**config.mk**
```make
export PLATFORM = sky130hd
export DESIGN_NAME = mem_bus_arbiter
export DESIGN_NICKNAME = d
export VERILOG_FILES = /design/src/rtl/mem_bus_arbiter.sv
export SDC_FILE = /design/constraint.sdc
export NUM_CORES = 1
export LEC_CHECK = 0
export ABC_AREA = 0
export CORE_AREA = 2 2 203 205
export CTS_CLUSTER_SIZE = 10
export DETAILED_ROUTE_END_ITERATION = 10
export DIE_AREA = 0 0 205 207
export PLACE_DENSITY = 0.48
export SYNTH_ARGS = -nofsm -noshare
export SYNTH_HDL_FRONTEND = slang
export SYNTH_SLANG_ARGS = --single-unit
```
**constraint.sdc**
```tcl
create_clock -name clock -period 4.9 [get_ports clock]
set_clock_uncertainty 0.05 [all_clocks]
set_input_delay 0.98 -clock clock [delete_from_list [all_inputs] [get_ports clock]]
set_output_delay 0.98 -clock clock [all_outputs]
set_load 0.01 [all_outputs]
```
**src/rtl/mem_bus_arbiter.sv**
```systemverilog
// mem_bus_arbiter
//   Shares the single processor-side memory port between the data-side
//   requester (port D, loads/stores) and the fetch-side requester (port I).
//   One command is granted per cycle. The owner of every outstanding load tag
//   is recorded so that returning data can be routed by mem2proc_tag.
//   A per-port squash kills that port's outstanding loads so that their data
//   is dropped on return.
//
// Handshake: a requester raises x_cmd (valid) together with x_addr/x_data/x_size.
//   It holds all of them stable until x_ack is seen high in a cycle. x_ack is
//   high in the same cycle that memory answers with a nonzero
//   mem2proc_response while that port drives proc2mem_*. Once a port has been
//   driven and not yet accepted, it keeps the bus until it is accepted or
//   drops x_cmd to BUS_NONE.
//
// Ports
//   clock, reset_n            clock, asynchronous active-low reset
//   d_cmd/d_addr/d_data/d_size  D request (BUS_NONE/BUS_LOAD/BUS_STORE)
//   d_ack                      D command accepted this cycle
//   d_data_valid, d_rdata      D load data returning this cycle
//   d_squash                   kill all D loads outstanding at this edge
//   i_*                        same set for the fetch port
//   proc2mem_*                 command/address/data/size to memory
//   mem2proc_response          nonzero = command accepted with this tag
//   mem2proc_data/_tag         returned data and its tag (tag 0 = none)
//   dbg_state                  arbiter FSM state
//   dbg_d_outstanding          D load tags in flight
//   dbg_i_outstanding          I load tags in flight
module mem_bus_arbiter #(
   parameter int XLEN            = 32,
   parameter int SIZE_W          = 2,
   parameter int MAX_WAIT        = 8,
   parameter int MAX_OUTSTANDING = 8
) (
   input  logic              clock,
   input  logic              reset_n,
   input  logic [1:0]        d_cmd,
   input  logic [XLEN-1:0]   d_addr,
   input  logic [63:0]       d_data,
   input  logic [SIZE_W-1:0] d_size,
   output logic              d_ack,
   output logic              d_data_valid,
   output logic [63:0]       d_rdata,
   input  logic              d_squash,
   input  logic [1:0]        i_cmd,
   input  logic [XLEN-1:0]   i_addr,
   input  logic [63:0]       i_data,
   input  logic [SIZE_W-1:0] i_size,
   output logic              i_ack,
   output logic              i_data_valid,
   output logic [63:0]       i_rdata,
   input  logic              i_squash,
   output logic [1:0]        proc2mem_command,
   output logic [XLEN-1:0]   proc2mem_addr,
   output logic [63:0]       proc2mem_data,
   output logic [SIZE_W-1:0] proc2mem_size,
   input  logic [3:0]        mem2proc_response,
   input  logic [63:0]       mem2proc_data,
   input  logic [3:0]        mem2proc_tag,
   output logic [1:0]        dbg_state,
   output logic [3:0]        dbg_d_outstanding,
   output logic [3:0]        dbg_i_outstanding
);

   localparam logic [1:0] BUS_NONE  = 2'd0;
   localparam logic [1:0] BUS_LOAD  = 2'd1;
   localparam logic [1:0] BUS_STORE = 2'd2;
   localparam logic [3:0] CAP       = 4'(MAX_OUTSTANDING);
   localparam logic [3:0] WAIT_MAX  = 4'(MAX_WAIT);

   typedef enum logic [1:0] {IDLE = 2'd0, HOLD_D = 2'd1, HOLD_I = 2'd2} state_t;

   state_t      state;
   logic [3:0]  i_wait;
   logic [3:0]  d_cnt, d_cnt_n;
   logic [3:0]  i_cnt, i_cnt_n;
   // Tag table, one bit per tag value; tag_owner is 1 for port I.
   logic [15:0] tag_valid, tag_owner, tag_live;
   logic [15:0] tag_valid_n, tag_owner_n, tag_live_n, squash_mask;

   logic d_req, i_req, d_elig, i_elig;
   logic sel_d, sel_i, accept, acc_load, ret_hit, ret_owner_i;

   // A port sitting at its load cap may still issue stores.
   assign d_req  = (d_cmd != BUS_NONE);
   assign i_req  = (i_cmd != BUS_NONE);
   assign d_elig = d_req && !((d_cmd == BUS_LOAD) && (d_cnt >= CAP));
   assign i_elig = i_req && !((i_cmd == BUS_LOAD) && (i_cnt >= CAP));

   // Port selection. A held port keeps the bus; otherwise D has priority
   // unless I has already lost MAX_WAIT times in a row.
   always_comb begin
      sel_d = 1'b0;
      sel_i = 1'b0;
      case (state)
         HOLD_D:  sel_d = d_req;
         HOLD_I:  sel_i = i_req;
         default: begin
            if (i_elig && (i_wait == WAIT_MAX)) sel_i = 1'b1;
            else if (d_elig)                    sel_d = 1'b1;
            else if (i_elig)                    sel_i = 1'b1;
         end
      endcase
      // Outputs read as zero for the whole time reset is asserted.
      if (!reset_n) begin
         sel_d = 1'b0;
         sel_i = 1'b0;
      end
   end

   always_comb begin
      proc2mem_command = BUS_NONE;
      proc2mem_addr    = '0;
      proc2mem_data    = '0;
      proc2mem_size    = '0;
      if (sel_d) begin
         proc2mem_command = d_cmd;
         proc2mem_addr    = d_addr;
         proc2mem_data    = d_data;
         proc2mem_size    = d_size;
      end else if (sel_i) begin
         proc2mem_command = i_cmd;
         proc2mem_addr    = i_addr;
         proc2mem_data    = i_data;
         proc2mem_size    = i_size;
      end
   end

   assign accept   = (sel_d || sel_i) && (mem2proc_response != 4'd0);
   assign acc_load = accept && (proc2mem_command == BUS_LOAD);
   assign d_ack    = accept && sel_d;
   assign i_ack    = accept && sel_i;

   // Return path: only tags that are still recorded produce anything, and only
   // live ones reach the requester.
   assign ret_hit      = reset_n && (mem2proc_tag != 4'd0) && tag_valid[mem2proc_tag];
   assign ret_owner_i  = tag_owner[mem2proc_tag];
   assign d_data_valid = ret_hit && !ret_owner_i && tag_live[mem2proc_tag];
   assign i_data_valid = ret_hit &&  ret_owner_i && tag_live[mem2proc_tag];
   assign d_rdata      = d_data_valid ? mem2proc_data : 64'd0;
   assign i_rdata      = i_data_valid ? mem2proc_data : 64'd0;

   // Next tag table: squash first, then the return clears its entry, then a new
   // accept writes its entry so that reuse of the same tag in one cycle keeps
   // the new load.
   always_comb begin
      squash_mask = tag_valid & ((d_squash ? ~tag_owner : 16'h0) |
                                 (i_squash ?  tag_owner : 16'h0));
      tag_valid_n = tag_valid;
      tag_owner_n = tag_owner;
      tag_live_n  = tag_live & ~squash_mask;
      if (ret_hit) tag_valid_n[mem2proc_tag] = 1'b0;
      if (acc_load) begin
         tag_valid_n[mem2proc_response] = 1'b1;
         tag_owner_n[mem2proc_response] = sel_i;
         tag_live_n[mem2proc_response]  = sel_i ? !i_squash : !d_squash;
      end
   end

   always_comb begin
      d_cnt_n = d_cnt;
      i_cnt_n = i_cnt;
      if (acc_load && sel_d) d_cnt_n = d_cnt_n + 4'd1;
      if (acc_load && sel_i) i_cnt_n = i_cnt_n + 4'd1;
      if (ret_hit && !ret_owner_i && (d_cnt != 4'd0)) d_cnt_n = d_cnt_n - 4'd1;
      if (ret_hit &&  ret_owner_i && (i_cnt != 4'd0)) i_cnt_n = i_cnt_n - 4'd1;
   end

   always_ff @(posedge clock or negedge reset_n) begin
      if (!reset_n) begin
         state     <= IDLE;
         i_wait    <= 4'd0;
         d_cnt     <= 4'd0;
         i_cnt     <= 4'd0;
         tag_valid <= 16'h0;
         tag_owner <= 16'h0;
         tag_live  <= 16'h0;
      end else begin
         if (sel_d && !accept)      state <= HOLD_D;
         else if (sel_i && !accept) state <= HOLD_I;
         else                       state <= IDLE;

         // Starvation counter: counts cycles I was ready but lost the bus.
         if (i_ack || !i_req)                                  i_wait <= 4'd0;
         else if (i_elig && !sel_i && (i_wait != WAIT_MAX))    i_wait <= i_wait + 4'd1;

         d_cnt     <= d_cnt_n;
         i_cnt     <= i_cnt_n;
         tag_valid <= tag_valid_n;
         tag_owner <= tag_owner_n;
         tag_live  <= tag_live_n;
      end
   end

   assign dbg_state         = state;
   assign dbg_d_outstanding = d_cnt;
   assign dbg_i_outstanding = i_cnt;

endmodule

```
==> results of run 1 <==
power groups by stage:
stage,clock network [uW],registers (uW),logic (uW)
after global routing,653,712,1340
after global placement,0,703,1230
final,615,697,1240
after CTS,630,697,1240
after floorplan,0,682,497
after detailed placement,0,706,1230
cells in the mapped netlist, types with 2 or more instances:
| cell type | number | area, um^2 |
|---|---|---|
| a21boi_1 | 2 | 15.0 |
| a21oi_1 | 3 | 15.0 |
| a22o_1 | 100 | 876 |
| and2_1 | 68 | 425 |
| and3_1 | 65 | 407 |
| and3b_1 | 2 | 17.5 |
| buf_1 | 4 | 15.0 |
| buf_2 | 9 | 45.0 |
| clkbuf_1 | 47 | 176 |
| dfrtp_1 | 62 | 1550 |
| ha_1 | 10 | 125 |
| inv_1 | 27 | 101 |
| mux2_1 | 15 | 169 |
| mux2_2 | 2 | 22.5 |
| mux2i_1 | 38 | 380 |
| mux4_2 | 12 | 270 |
| nand2_1 | 27 | 101 |
| nand2b_1 | 5 | 31.3 |
| nand3_1 | 9 | 45.0 |
| nand3b_1 | 5 | 37.5 |
| nand4_1 | 4 | 25.0 |
| nand4b_1 | 2 | 17.5 |
| nor2_1 | 22 | 82.6 |
| nor2b_1 | 6 | 37.5 |
| nor3_1 | 3 | 15.0 |
| nor3b_1 | 2 | 15.0 |
| nor4_1 | 4 | 25.0 |
| nor4b_1 | 2 | 17.5 |
| o21a_1 | 2 | 15.0 |
| o21ai_0 | 28 | 140 |
| o21ai_1 | 2 | 10.0 |
| o31ai_1 | 2 | 15.0 |
| xnor2_1 | 9 | 78.8 |
| xor2_1 | 5 | 43.8 |
routing by layer:
layer	up-vias	track usage, %	wire length (um)
met2	315	25.3	16300
met5	-	0	53
li1	3267	-	-
met4	12	1.66	258
met3	31	10.2	5530
met1	3305	21.4	15700
stage by stage:
| stage | utilization [%] | hold slack, ps | TNS, ps | area (um^2) |
|---|---|---|---|---|
| 2_1_floorplan | - | 395 | 0 | 5530 |
| 3_3_place_gp | 28.3 | 356 | -45.6 | 11400 |
| 3_5_place_dp | 28.3 | 358 | -2920 | 11400 |
| 4_1_cts | 28.8 | 376 | -6.18 | 11600 |
| 5_1_grt | 28.9 | 389 | -27.6 | 11700 |
| 6_report | 28.9 | 373 | 0 | 11700 |
cell usage in the layout (no fill, tap or decap), drive strengths merged, types with 3 or more instances in the layout:
| master | n |
|---|---|
| a22o | 100 |
| nor2 | 22 |
| dfrtp | 62 |
| o21ai | 30 |
| mux2 | 17 |
| clkbuf | 16 |
| dlygate4sd2 | 65 |
| nand3b | 5 |
| xnor2 | 9 |
| mux4 | 12 |
| and2 | 68 |
| ha | 10 |
| nand4 | 4 |
| nand3 | 9 |
| xor2 | 5 |
| nand2b | 5 |
| buf | 37 |
| a21oi | 4 |
| nor2b | 6 |
| nor3 | 3 |
| a21boi | 3 |
| and3 | 65 |
| inv | 27 |
| nor4 | 4 |
| dlymetal6s2s | 12 |
| clkdlybuf4s50 | 428 |
| nor3b | 3 |
| nand2 | 27 |
| mux2i | 38 |
worst paths after layout:
path                                      start                    to  slack, ps  cells past startpoint
worst min register to register     tag_owner[0]          tag_owner[0]        370                      0
worst max-delay path            mem2proc_tag[1]           i_rdata[48]        120                     11
worst max register to register     dbg_state[0]         tag_owner[12]       1190                     11
worst min-delay path               tag_owner[0]          tag_owner[0]        370                      0
max in group asynchronous               reset_n  dbg_d_outstanding[0]       3500                      2
min in group asynchronous               reset_n         tag_valid[10]        500                      1
logic make-up (layout without fill, tap and decap cells):
family | Yosys count | count (layout)
other | 0 | 2
buffers and inverters | 88 | 585
muxes | 67 | 67
adders and majority gates | 10 | 10
and+or+nand+nor | 229 | 229
xor gates and xnor gates | 14 | 14
AOI/OAI and AO/OA | 151 | 151
DFF | 62 | 62
timing repair:
action,CTS,global route
gates resized for setup,66,12
setup endpoints to repair,105,63
hold endpoints to repair,0,0
gates cloned,0,1
flip-flops by register name (all words and copies together) (netlist names):
register,flops
tag_valid,16
dbg_d_outstanding,4
i_wait,4
dbg_state,2
tag_live,16
dbg_i_outstanding,4
tag_owner,16
final cells by class:
type / instances / area share, %
timing repair buffer: 543 / 46.4
inverter: 27 / 0.867
clock buffer: 15 / 2.46
sequential: 62 / 13.3
tap: 532 / 5.70
multi-input combinational: 471 / 31.3
antenna: 2 / 0.0428
==> out/metrics.csv, run 1 <==
metric,value,unit
status,finished clean,
finalCriticalPeriod,4780,ps
min_period_over_period,97.6,%
synth-adder-area-share,2.26,%
final_antenna_net_count,0,
ir_drop,0.171,mV
via_per_inst,4.19,
layout-drive-gt1-share,6.53,%
p_leak,0.00544,uW
critPathBufInv,4,
power_density,218,nW/um^2
drt-total-wl,37900,um
postLayoutSetupSlackWorst,117,ps
globalRouteOverflowTotal,0,
syn_inst,621,
drtIter0Drc,454,
nFillCells,4337,
post-place-ws,-60.0,ps
p_int,1660,uW
yosysUniqueCellTypes,50,
die_x,205,um
cts-root-buf,clkbuf_16,
fin_nets,1400,
total_power,2550,uW
switching_share,35.0,%
vias,6930,
start_kind,primary input,
setup_viol,0,
htreeDepth,3,
multi_input_area,3650,um^2
muxShareOfSynthArea,15.2,%
worstSetupEndpointType,output pin,
cts_buffers,9,
slew_viol_final,0,
cpPeakStageDelay,480,ps
synth_nets,907,
finalNonFillerCells,1652,
synth_compound_area_share,21.9,%
cp_data_arrival_time,3750,ps
cts.clk_slew.worst_paths,50,ps
p_seq_share,27.3,%
cpMaxStageDelayCell,mux4_2,
dieArea,42400,um^2
synthSimpleGateAreaFrac,24.0,%
holdBufCountCts,0,
synth_top_family_by_area,simple AND/OR/NAND/NOR gates,
cts_setup_buffers,0,
place_congestion,0.890,
rsz0062_at_grt,yes,
synth-edff-count,0,
ys_dominant_reg_cell,dfrtp_1,
wire_per_inst,22.9,um
area_delta_synth_final,111,%
crit_type,in -> out,
synth-seq-cells,62,
synth_area,5530,um^2
grt_usage,16.9,%
clkSinkCount,62,
max_slew.worst_pin.slew,859,ps
postSynthAreaPerCell,8.90,um^2
insertion_delay,330,ps
holdCritPathClass,reg -> reg,
ys_warn_count,0,
rows,74,
antenna_found_initial,11,
clock.fmax,209,MHz
cts_tree,built,
crit_chain,clkdlybuf4s50_1 -> buf_4 -> mux4_2 -> nand2b_1 -> nand4b_1 -> o31a_1 -> nor2_1 -> and2_2 -> buf_6 -> and3_1 -> clkdlybuf4s50_1,
port_buffers,517,
async_flop_share,100,%
core-area,40400,um^2
synthXorXnorAreaFrac,2.22,%
slew_headroom,42.6,%
cp_top_family,buffers and inverters,
first_pass_iters,5,
critPathMostFrequentCell,clkdlybuf4s50_1,
drc,0,
power.share.clock,24.1,%
cts_buffer_depth,2,
regArea,1550,um^2
cp_max_fo,41,
dp.cells,1634,
post-dp-hpwl,31700,um
required,3870,ps
grt_pass1_wl,51600,um
grt_start_max_net_pins,67,
yosysSeqAreaShare,28.1,%
die_y,207,um
grt_pass1_vias,6992,
p_switching,891,uW
final-hold-violation-count,0,
drv_cap,0,
ios,518,
power_frac_comb,48.5,%
initial_core_util,13.7,%
No activity file was read; power rests on OpenSTA's default activity.
==> inputs of run 2 (changes only) <==
- PLACE_DENSITY: 0.48 -> 0.41
==> out/metrics.csv, run 2 (synthesis results as in run 1) <==
metric,value,unit
cts_buffers,9,
rows,74,
globalRouteOverflowTotal,0,
grt_usage,16.2,%
reg_top3,"tag_live: 16 flops, tag_owner: 16 flops, tag_valid: 16 flops",
port_buffers,517,
post-dp-hpwl,29400,um
holdPathStages,0,
fin_nets,1414,
final_cell_mix,"clkdlybuf4s50_1 (476), a22o_1 (100), and2_1 (67), and3_1 (65), dfrtp_1 (62)",
drv_cap,0,
dp.cells,1642,
status,finished clean,
slew_viol_final,0,
p_switching,895,uW
min_period_over_period,96.7,%
holdBufCountCts,0,
area_delta_synth_final,115,%
cts_tree,built,
htreeDepth,3,
initial_core_util,13.7,%
place_congestion,0.858,
wire_per_inst,21.9,um
worstSetupEndpointType,output pin,
die_y,207,um
ir_drop,0.119,mV
grt_pass1_wl,50400,um
final-hold-violation-count,0,
power_frac_comb,48.6,%
switching_share,35.5,%
clkSinkCount,62,
p_int,1630,uW
start_kind,primary input,
p_seq_share,27.4,%
insertion_delay,330,ps
drt-total-wl,36400,um
dieArea,42400,um^2
final_common_cell,clkdlybuf4s50_1,
drc,0,
final_core_util,29.4,%
cp_data_arrival_time,3710,ps
worst-r2r-setup-slack,1410,ps
diodes,0,
nFillCells,4315,
fin_setup_tns,0,ps
final_antenna_net_count,0,
grt_pass1_vias,6736,
drtIter0Drc,524,
clock.fmax,211,MHz
cts-root-buf,clkbuf_16,
max_slew.worst_pin.slew,823,ps
via_per_inst,4.14,
finalNonFillerCells,1665,
cts_buffer_depth,2,
total_power,2520,uW
crit_type,in -> out,
first_pass_iters,4,
die_x,205,um
power.share.clock,23.9,%
grt_start_max_net_pins,78,
ios,518,
setup_viol,0,
cp_max_fo,77,
antenna_found_initial,5,
slew_headroom,45.0,%
holdCritPathClass,reg -> reg,
core-area,40400,um^2
cts.clk_slew.worst_paths,60,ps
layout-drive-gt1-share,7.24,%
finalCriticalPeriod,4740,ps
required,3870,ps
p_leak,0.00534,uW
vias,6898,
rr_worst_depth,11,
hold_slack,353,ps
power_density,212,nW/um^2
## run 2: cell count changes in the layout (fill, tap and decap cells not counted), sizes merged
cell and change:
clkinv +4, buf +3, clkinvlp +1, dlymetal6s2s +2
dlygate4sd2 -41, clkdlybuf4s50 +48, diode -2, bufbuf +1
clkbuf -3
## run 2: stage by stage
stage / instance area (um^2) / worst slack [ps]
floorplan: 5530 / 867
global placement: 11500 / -139
detailed placement: 11500 / -131
CTS: 11800 / 1.62
global route: 11900 / -6.02
finish: 11900 / 163
## run 2: final timing paths
kind,from,end
max reg2reg,dbg_state[0],tag_owner[7]
min,tag_valid[0],tag_valid[0]
min in group asynchronous,reset_n,tag_live[13]
max in group asynchronous,reset_n,dbg_d_outstanding[1]
min reg2reg,tag_valid[0],tag_valid[0]
max,i_cmd[0],proc2mem_data[29]
## run 2: routing by layer
metal | wire length [um] | track usage, % | up-vias
li1 | - | - | 3293
met1 | 16900 | 23.4 | 3305
met2 | 15600 | 23.9 | 282
met3 | 3750 | 5.35 | 16
met4 | 167 | 1.61 | 2
met5 | 13 | 0 | -
## run 2: critical path, stage by stage
cell and delay (ps):
clkdlybuf4s50_1 560, nor2b_1 280, nor3b_1 100, a211oi_2 250
nor2b_4 220, buf_12 310, a22o_1 350, clkdlybuf4s50_1 610
## run 2: layout make-up
| class | count | area [um^2] | area share [%] |
|---|---|---|---|
| Multi-Input combinational cell | 471 | 3660 | 30.9 |
| Clock buffer | 11 | 243 | 2.05 |
| Sequential cell | 62 | 1550 | 13.1 |
| Clock inverter | 5 | 35.0 | 0.295 |
| Timing Repair Buffer | 557 | 5610 | 47.3 |
| Tap cell | 532 | 666 | 5.61 |
| Inverter | 27 | 101 | 0.854 |
## run 2: power by group through the flow
| stage | combinational, uW | sequential, uW | clock, uW |
|---|---|---|---|
| 4_1_cts | 1230 | 693 | 623 |
| 5_1_grt | 1330 | 705 | 649 |
| 6_report | 1230 | 691 | 604 |
| 3_3_place_gp | 1220 | 698 | 0 |
| 3_5_place_dp | 1220 | 700 | 0 |
| 2_1_floorplan | 497 | 682 | 0 |
## run 2: what timing repair did
item | in CTS | in global routing
resized for setup | 26 | 19
pin swaps | 0 | 1
cloned | 1 | 2
setup endpoints to repair | 128 | 105
setup buffers | 1 | 3
==> inputs of run 3 (changes only) <==
- CORE_AREA: 2 2 203 205 -> 5 5 200 202
- PLACE_DENSITY: 0.41 -> 0.43
==> out/metrics.csv, run 3 (synthesis results as in run 1) <==
metric,value,unit
p_leak,0.00499,uW
ios,518,
rows,72,
final_cell_mix,"clkdlybuf4s50_1 (498), a22o_1 (99), and2_1 (67), and3_1 (65), dfrtp_1 (62)",
die_y,207,um
cts_tree,built,
globalRouteOverflowTotal,0,
holdCritPathClass,reg -> reg,
setup_viol,0,
min_period_over_period,97.9,%
insertion_delay,330,ps
rsz0062_at_grt,no,
clock.fmax,209,MHz
clkSinkCount,62,
cp_data_arrival_time,3770,ps
fin_nets,1407,
power_density,216,nW/um^2
core-area,38100,um^2
area_delta_synth_final,113,%
total_power,2540,uW
vias,6948,
dp.cells,1624,
slew_headroom,41.8,%
antenna_found_initial,8,
max_slew.worst_pin.slew,871,ps
drc,0,
status,finished clean,
cts-root-buf,clkbuf_16,
finalCriticalPeriod,4800,ps
start_kind,primary input,
grt_usage,17.6,%
drv_cap,0,
finalNonFillerCells,1651,
drtIter0Drc,440,
grt_pass1_vias,6941,
initial_core_util,14.5,%
grt_pass1_wl,54300,um
cts_buffers,9,
layout-drive-gt1-share,6.31,%
final_common_cell,clkdlybuf4s50_1,
required,3870,ps
via_per_inst,4.21,
htreeDepth,3,
wire_per_inst,24.1,um
port_buffers,517,
final-hold-violation-count,0,
place_congestion,0.889,
worstSetupEndpointType,output pin,
cts_buffer_depth,2,
cts.clk_slew.worst_paths,50,ps
post-dp-hpwl,33300,um
final_antenna_net_count,0,
dieArea,42400,um^2
grt_start_max_net_pins,88,
drt-total-wl,39800,um
crit_type,in -> out,
ir_drop,0.183,mV
cp_max_fo,46,
holdBufCountCts,0,
reg_top3,"tag_live: 16 flops, tag_owner: 16 flops, tag_valid: 16 flops",
die_x,205,um
slew_viol_final,0,
holdPathStages,0,
first_pass_iters,5,
rr_worst_depth,10,
[run 3: cell types whose count changed in the layout (fill, tap and decap cells not counted), sizes merged]
cell           previous run  this run
diode                     0         7
clkdlybuf4s15             0         1
dlymetal6s2s             14         1
buf                      40        33
clkdlybuf4s50           476       498
clkinv                    4         3
clkbuf                   13        12
dlygate4sd2              24        16
[run 3: worst paths after layout]
check,from,end,slack [ps]
worst min-delay path,tag_valid[0],tag_valid[0],350
worst max-delay path,mem2proc_tag[0],d_rdata[34],100
min in group asynchronous,reset_n,tag_live[15],480
worst min register to register,tag_valid[0],tag_valid[0],350
max in group asynchronous,reset_n,tag_valid[5],3590
worst max register to register,dbg_state[0],tag_owner[12],1370
[run 3: cell type report]
class / instances / area [um^2]
fill: 4033 / 26400
timing repair buffer: 550 / 5500
multi-input combinational: 471 / 3650
sequential: 62 / 1550
tap: 518 / 648
clock buffer: 12 / 246
inverter: 27 / 101
clock inverter: 4 / 22.5
antenna: 7 / 17.5
[run 3: per-layer routing]
layer	GRT usage, %	part of all wire [%]
met1	23.5	44
met3	9.27	13
met2	25.7	42
met4	2.61	0.89
met5	0	0.033
[run 3: where the power goes]
part           internal [uW]  switching [uW]
Sequential               596            95.6
Clock                    353             232
Combinational            672             587
[run 3: stage by stage]
stage	TNS [ps]	util (%)	cell area (um^2)	setup slack (ps)	hold WS (ps)
after floorplan	0	-	5530	867	395
after detailed placement	-4080	29.9	11400	-99.9	341
after CTS	0	30.7	11700	17.4	353
after global placement	-2900	29.9	11400	-85.4	356
final	0	30.8	11700	105	348
after global routing	0	30.8	11700	5.05	358
[run 3: worst max-delay path, stage by stage]
cell,delay (ps)
clkdlybuf4s15_1,280
bufbuf_16,310
mux4_2,510
mux4_2,560
nor2b_4,180
buf_12,200
and2_1,160
clkdlybuf4s50_1,570
[run 3: what timing repair did]
action,4_1_cts,5_1_grt
setup endpoints to repair,76,57
buffers inserted,2,1
gates resized for setup,19,4
cloned,1,0
==> edit: new RTL, flow settings as in run 1 <==
Change the parameter `SIZE_W` from 2 to 1.
--- a/src/rtl/mem_bus_arbiter.sv
+++ b/src/rtl/mem_bus_arbiter.sv
@@ -29,5 +29,5 @@
 module mem_bus_arbiter #(
    parameter int XLEN            = 32,
-   parameter int SIZE_W          = 2,
+   parameter int SIZE_W          = 1,
    parameter int MAX_WAIT        = 8,
    parameter int MAX_OUTSTANDING = 8
Interface: changed (resized d_size, i_size and proc2mem_size); port bits go from 518 to 515. No check against the original RTL was run, so the function may have changed too.
==> edit against run 1 <==
Worst setup slack got worse by 0.026 ns; sequential cell count is the same; clock power increased by 13%; power grew 12%; synthesized cell count is 1.3% higher; design area increased by 3.1%; largest cell class unchanged; fmax is 0.53% lower; sequential share of layout area fell by 0.40 points; synthesized area increased by 3.3%; wire length is 21% higher.
==> edit: results (changes against run 1) <==
{| class="wikitable"
! Metric !! Value
|-
| Outcome || finished, final reports clean
|-
| Max Root-Sink Buffers || 2 (unchanged)
|-
| Detailed-route via count || 7116 (+2.7%)
|-
| Type of the worst min-delay path || flop to flop
|-
| Slowest-stage cell, CP || sky130_fd_sc_hd__mux4_2
|-
| Met2 global-route usage || 31.3% (+6.0 points)
|-
| Mean area per synthesized cell || 9.07 um^2 (+1.9%)
|-
| Cell type group with the largest total delay on the critical path || buffers and inverters
|-
| Worst vdd rail ir drop || 0.000146 V (-15%)
|-
| Count of buffers inserted at the top-level ports || 514 (-0.58%)
|-
| Net count after synthesis || 913 (+0.66%)
|-
| Root buf cell || sky130_fd_sc_hd__clkbuf_16
|-
| Top FF cell, synth || sky130_fd_sc_hd__dfrtp_1
|-
| Relative slew slack || 42.4% (-0.20 points)
|-
| Initial antenna violation count || 11 (unchanged)
|-
| Met1 track utilization from global routing || 25.7% (+4.3 points)
|-
| Fraction of final layout cells sized beyond drive strength 1 || 10.2% (+3.7 points)
|-
| Critical path launch point || mem2proc_tag[0]
|-
| Estimated wirelength of the detail-placed design || 39.1 mm (+23%)
|-
| Largest registers in the final layout || tag_live (16), tag_owner (16), tag_valid (16)
|-
| Number of DRC violations after detailed-routing iteration 0 || 419 (-7.7%)
|-
| Number of nets at the end of the flow || 1418 (+1.3%)
|-
| Maximum number of pins on one net before global-route repair || 101 (+51%)
|-
| Non-filler instance count after layout || 1674 (+1.3%)
|-
| Maximum level of the CTS H-tree || 3 (unchanged)
|-
| Number of inserted filler cells in the final layout || 4308 (-0.67%)
|-
| Top post-synthesis cells by area || sky130_fd_sc_hd__dfrtp_1 27%, sky130_fd_sc_hd__a22o_1 15%, sky130_fd_sc_hd__and2_1 14%
|-
| Leakage power || 4.99 nW (-8.2%)
|-
| Final Wtd Congestion || 0.951 (+6.8%)
|-
| Number of iterations in the first detailed-routing pass || 5 (unchanged)
|-
| Data arrival time of the critical path || 3.78 ns (+0.03 ns)
|-
| Global-route wire length before repair || 60.0 mm (+16%)
|-
| GR Util met3 || 10.9% (+0.71 points)
|-
| Total routing resource utilization after global routing || 20.5% (+3.6 points)
|-
| Worst-path maximum fanout || 31 (-24%)
|-
| Number of distinct library cells after synthesis || 61 (+22%)
|-
| DR WL/cell || 27.3 um (+19%)
|-
| Num CTS Buffers || 9 (unchanged)
|-
| Residual antenna-violating net count after detailed routing || 0 (unchanged)
|-
| Synth cell count leaders || 132 x sky130_fd_sc_hd__and2_1, 99 x sky130_fd_sc_hd__a22o_1, 62 x sky130_fd_sc_hd__dfrtp_1
|-
| Yosys warning count || 0 (unchanged)
|-
| Slowest Stage Delay on Critical Path || 0.53 ns (+0.05 ns)
|-
| Share of flip-flops with an asynchronous set or reset after synthesis || 100% (unchanged)
|-
| Clock transition at path regs || 0.06 ns
|-
| Min-Delay Startpoint || tag_owner[0]
|-
| Reg-to-Reg Start || dbg_state[0]
|-
| Clock latency on the worst-skew pair || 0.34 ns
|-
| Seq/Total Area, Yosys || 27.2% (-0.89 points)
|}
-- edit: cell count changes after synthesis, sizes merged, moves of 5 or more --
cell / change
and2: +64
nand3: -5
clkbuf: -9
and3: -62
nor3: +7
-- edit: metal layers --
layer	wire length (um)	vias to the layer above	part of all wire, %
met3	5840	34	13
li1	-	3283	-
met5	38	-	0.083
met4	650	6	1.4
met1	19500	3450	43
met2	19700	343	43
-- edit: worst paths after layout --
kind | endpoint | slack, ns | cells after the start
max | d_rdata[41] | 0.09 | 9
min in group asynchronous | tag_owner[1] | 0.47 | 1
min | tag_owner[0] | 0.38 | 0
max in group asynchronous | tag_valid[2] | 3.52 | 2
max reg2reg | tag_owner[3] | 1.67 | 9
min reg2reg | tag_owner[0] | 0.38 | 0
-- edit: metrics by stage --
stage / utilization [%] / instance area, um^2 / setup slack [ns] / hold slack (ns)
6_report: 29.8 / 12000 / 0.0909 / 0.377
3_3_place_gp: 28.8 / 11600 / -0.211 / 0.356
3_5_place_dp: 28.8 / 11600 / -0.188 / 0.359
4_1_cts: 29.6 / 11900 / 0.0161 / 0.383
5_1_grt: 29.8 / 12000 / 0.0265 / 0.398
2_1_floorplan: - / 5710 / 1.03 / 0.395
-- edit: layout make-up --
type	count	share of cell area, %
diodes	3	0.0623
clock buffers	11	1.93
flip-flops and latches	62	12.9
well taps	532	5.53
repair buffers	551	46.3
inverters	27	0.841
multi-input cells	483	31.7
clock inverters	5	0.696
-- edit: cells by family (layout without fill, tap and decap cells) --
group,Yosys count,after routing,share of synthesized area (%)
and+or+nand+nor,229,229,23.5
AOI/OAI and AO/OA,162,162,22.7
buffers and inverters,84,594,7.13
muxes,69,69,15.3
DFF,62,62,27.2
xor gates and xnor gates,13,13,2.00
adders and majority gates,10,10,2.19
other,0,3,0
-- edit: worst reg2reg max path, stage by stage, from the launching register on --
cell and delay [ns]:
sky130_fd_sc_hd__dfrtp_1 0.37, sky130_fd_sc_hd__inv_1 0.06, sky130_fd_sc_hd__ha_1 0.43, sky130_fd_sc_hd__a21boi_0 0.18, sky130_fd_sc_hd__and4bb_1 0.25, sky130_fd_sc_hd__and2_1 0.17, sky130_fd_sc_hd__a21oi_1 0.67, sky130_fd_sc_hd__and3b_1 0.33
sky130_fd_sc_hd__nand2_1 0.25, sky130_fd_sc_hd__mux2_2 0.37
-- edit: where the power goes --
part	total, W	switching [W]	internal [W]
clock	0.000693	0.000246	0.000446
combinational	0.00142	0.000689	0.000734
sequential	0.000742	0.000124	0.000618
total	0.00286	0.00106	0.00180
-- edit: timing repair --
item | in CTS | in global routing
buffers inserted | 1 | 1
pin swaps | 0 | 2
cloned | 1 | 2
gates resized for setup | 35 | 13
setup endpoints to repair | 130 | 138
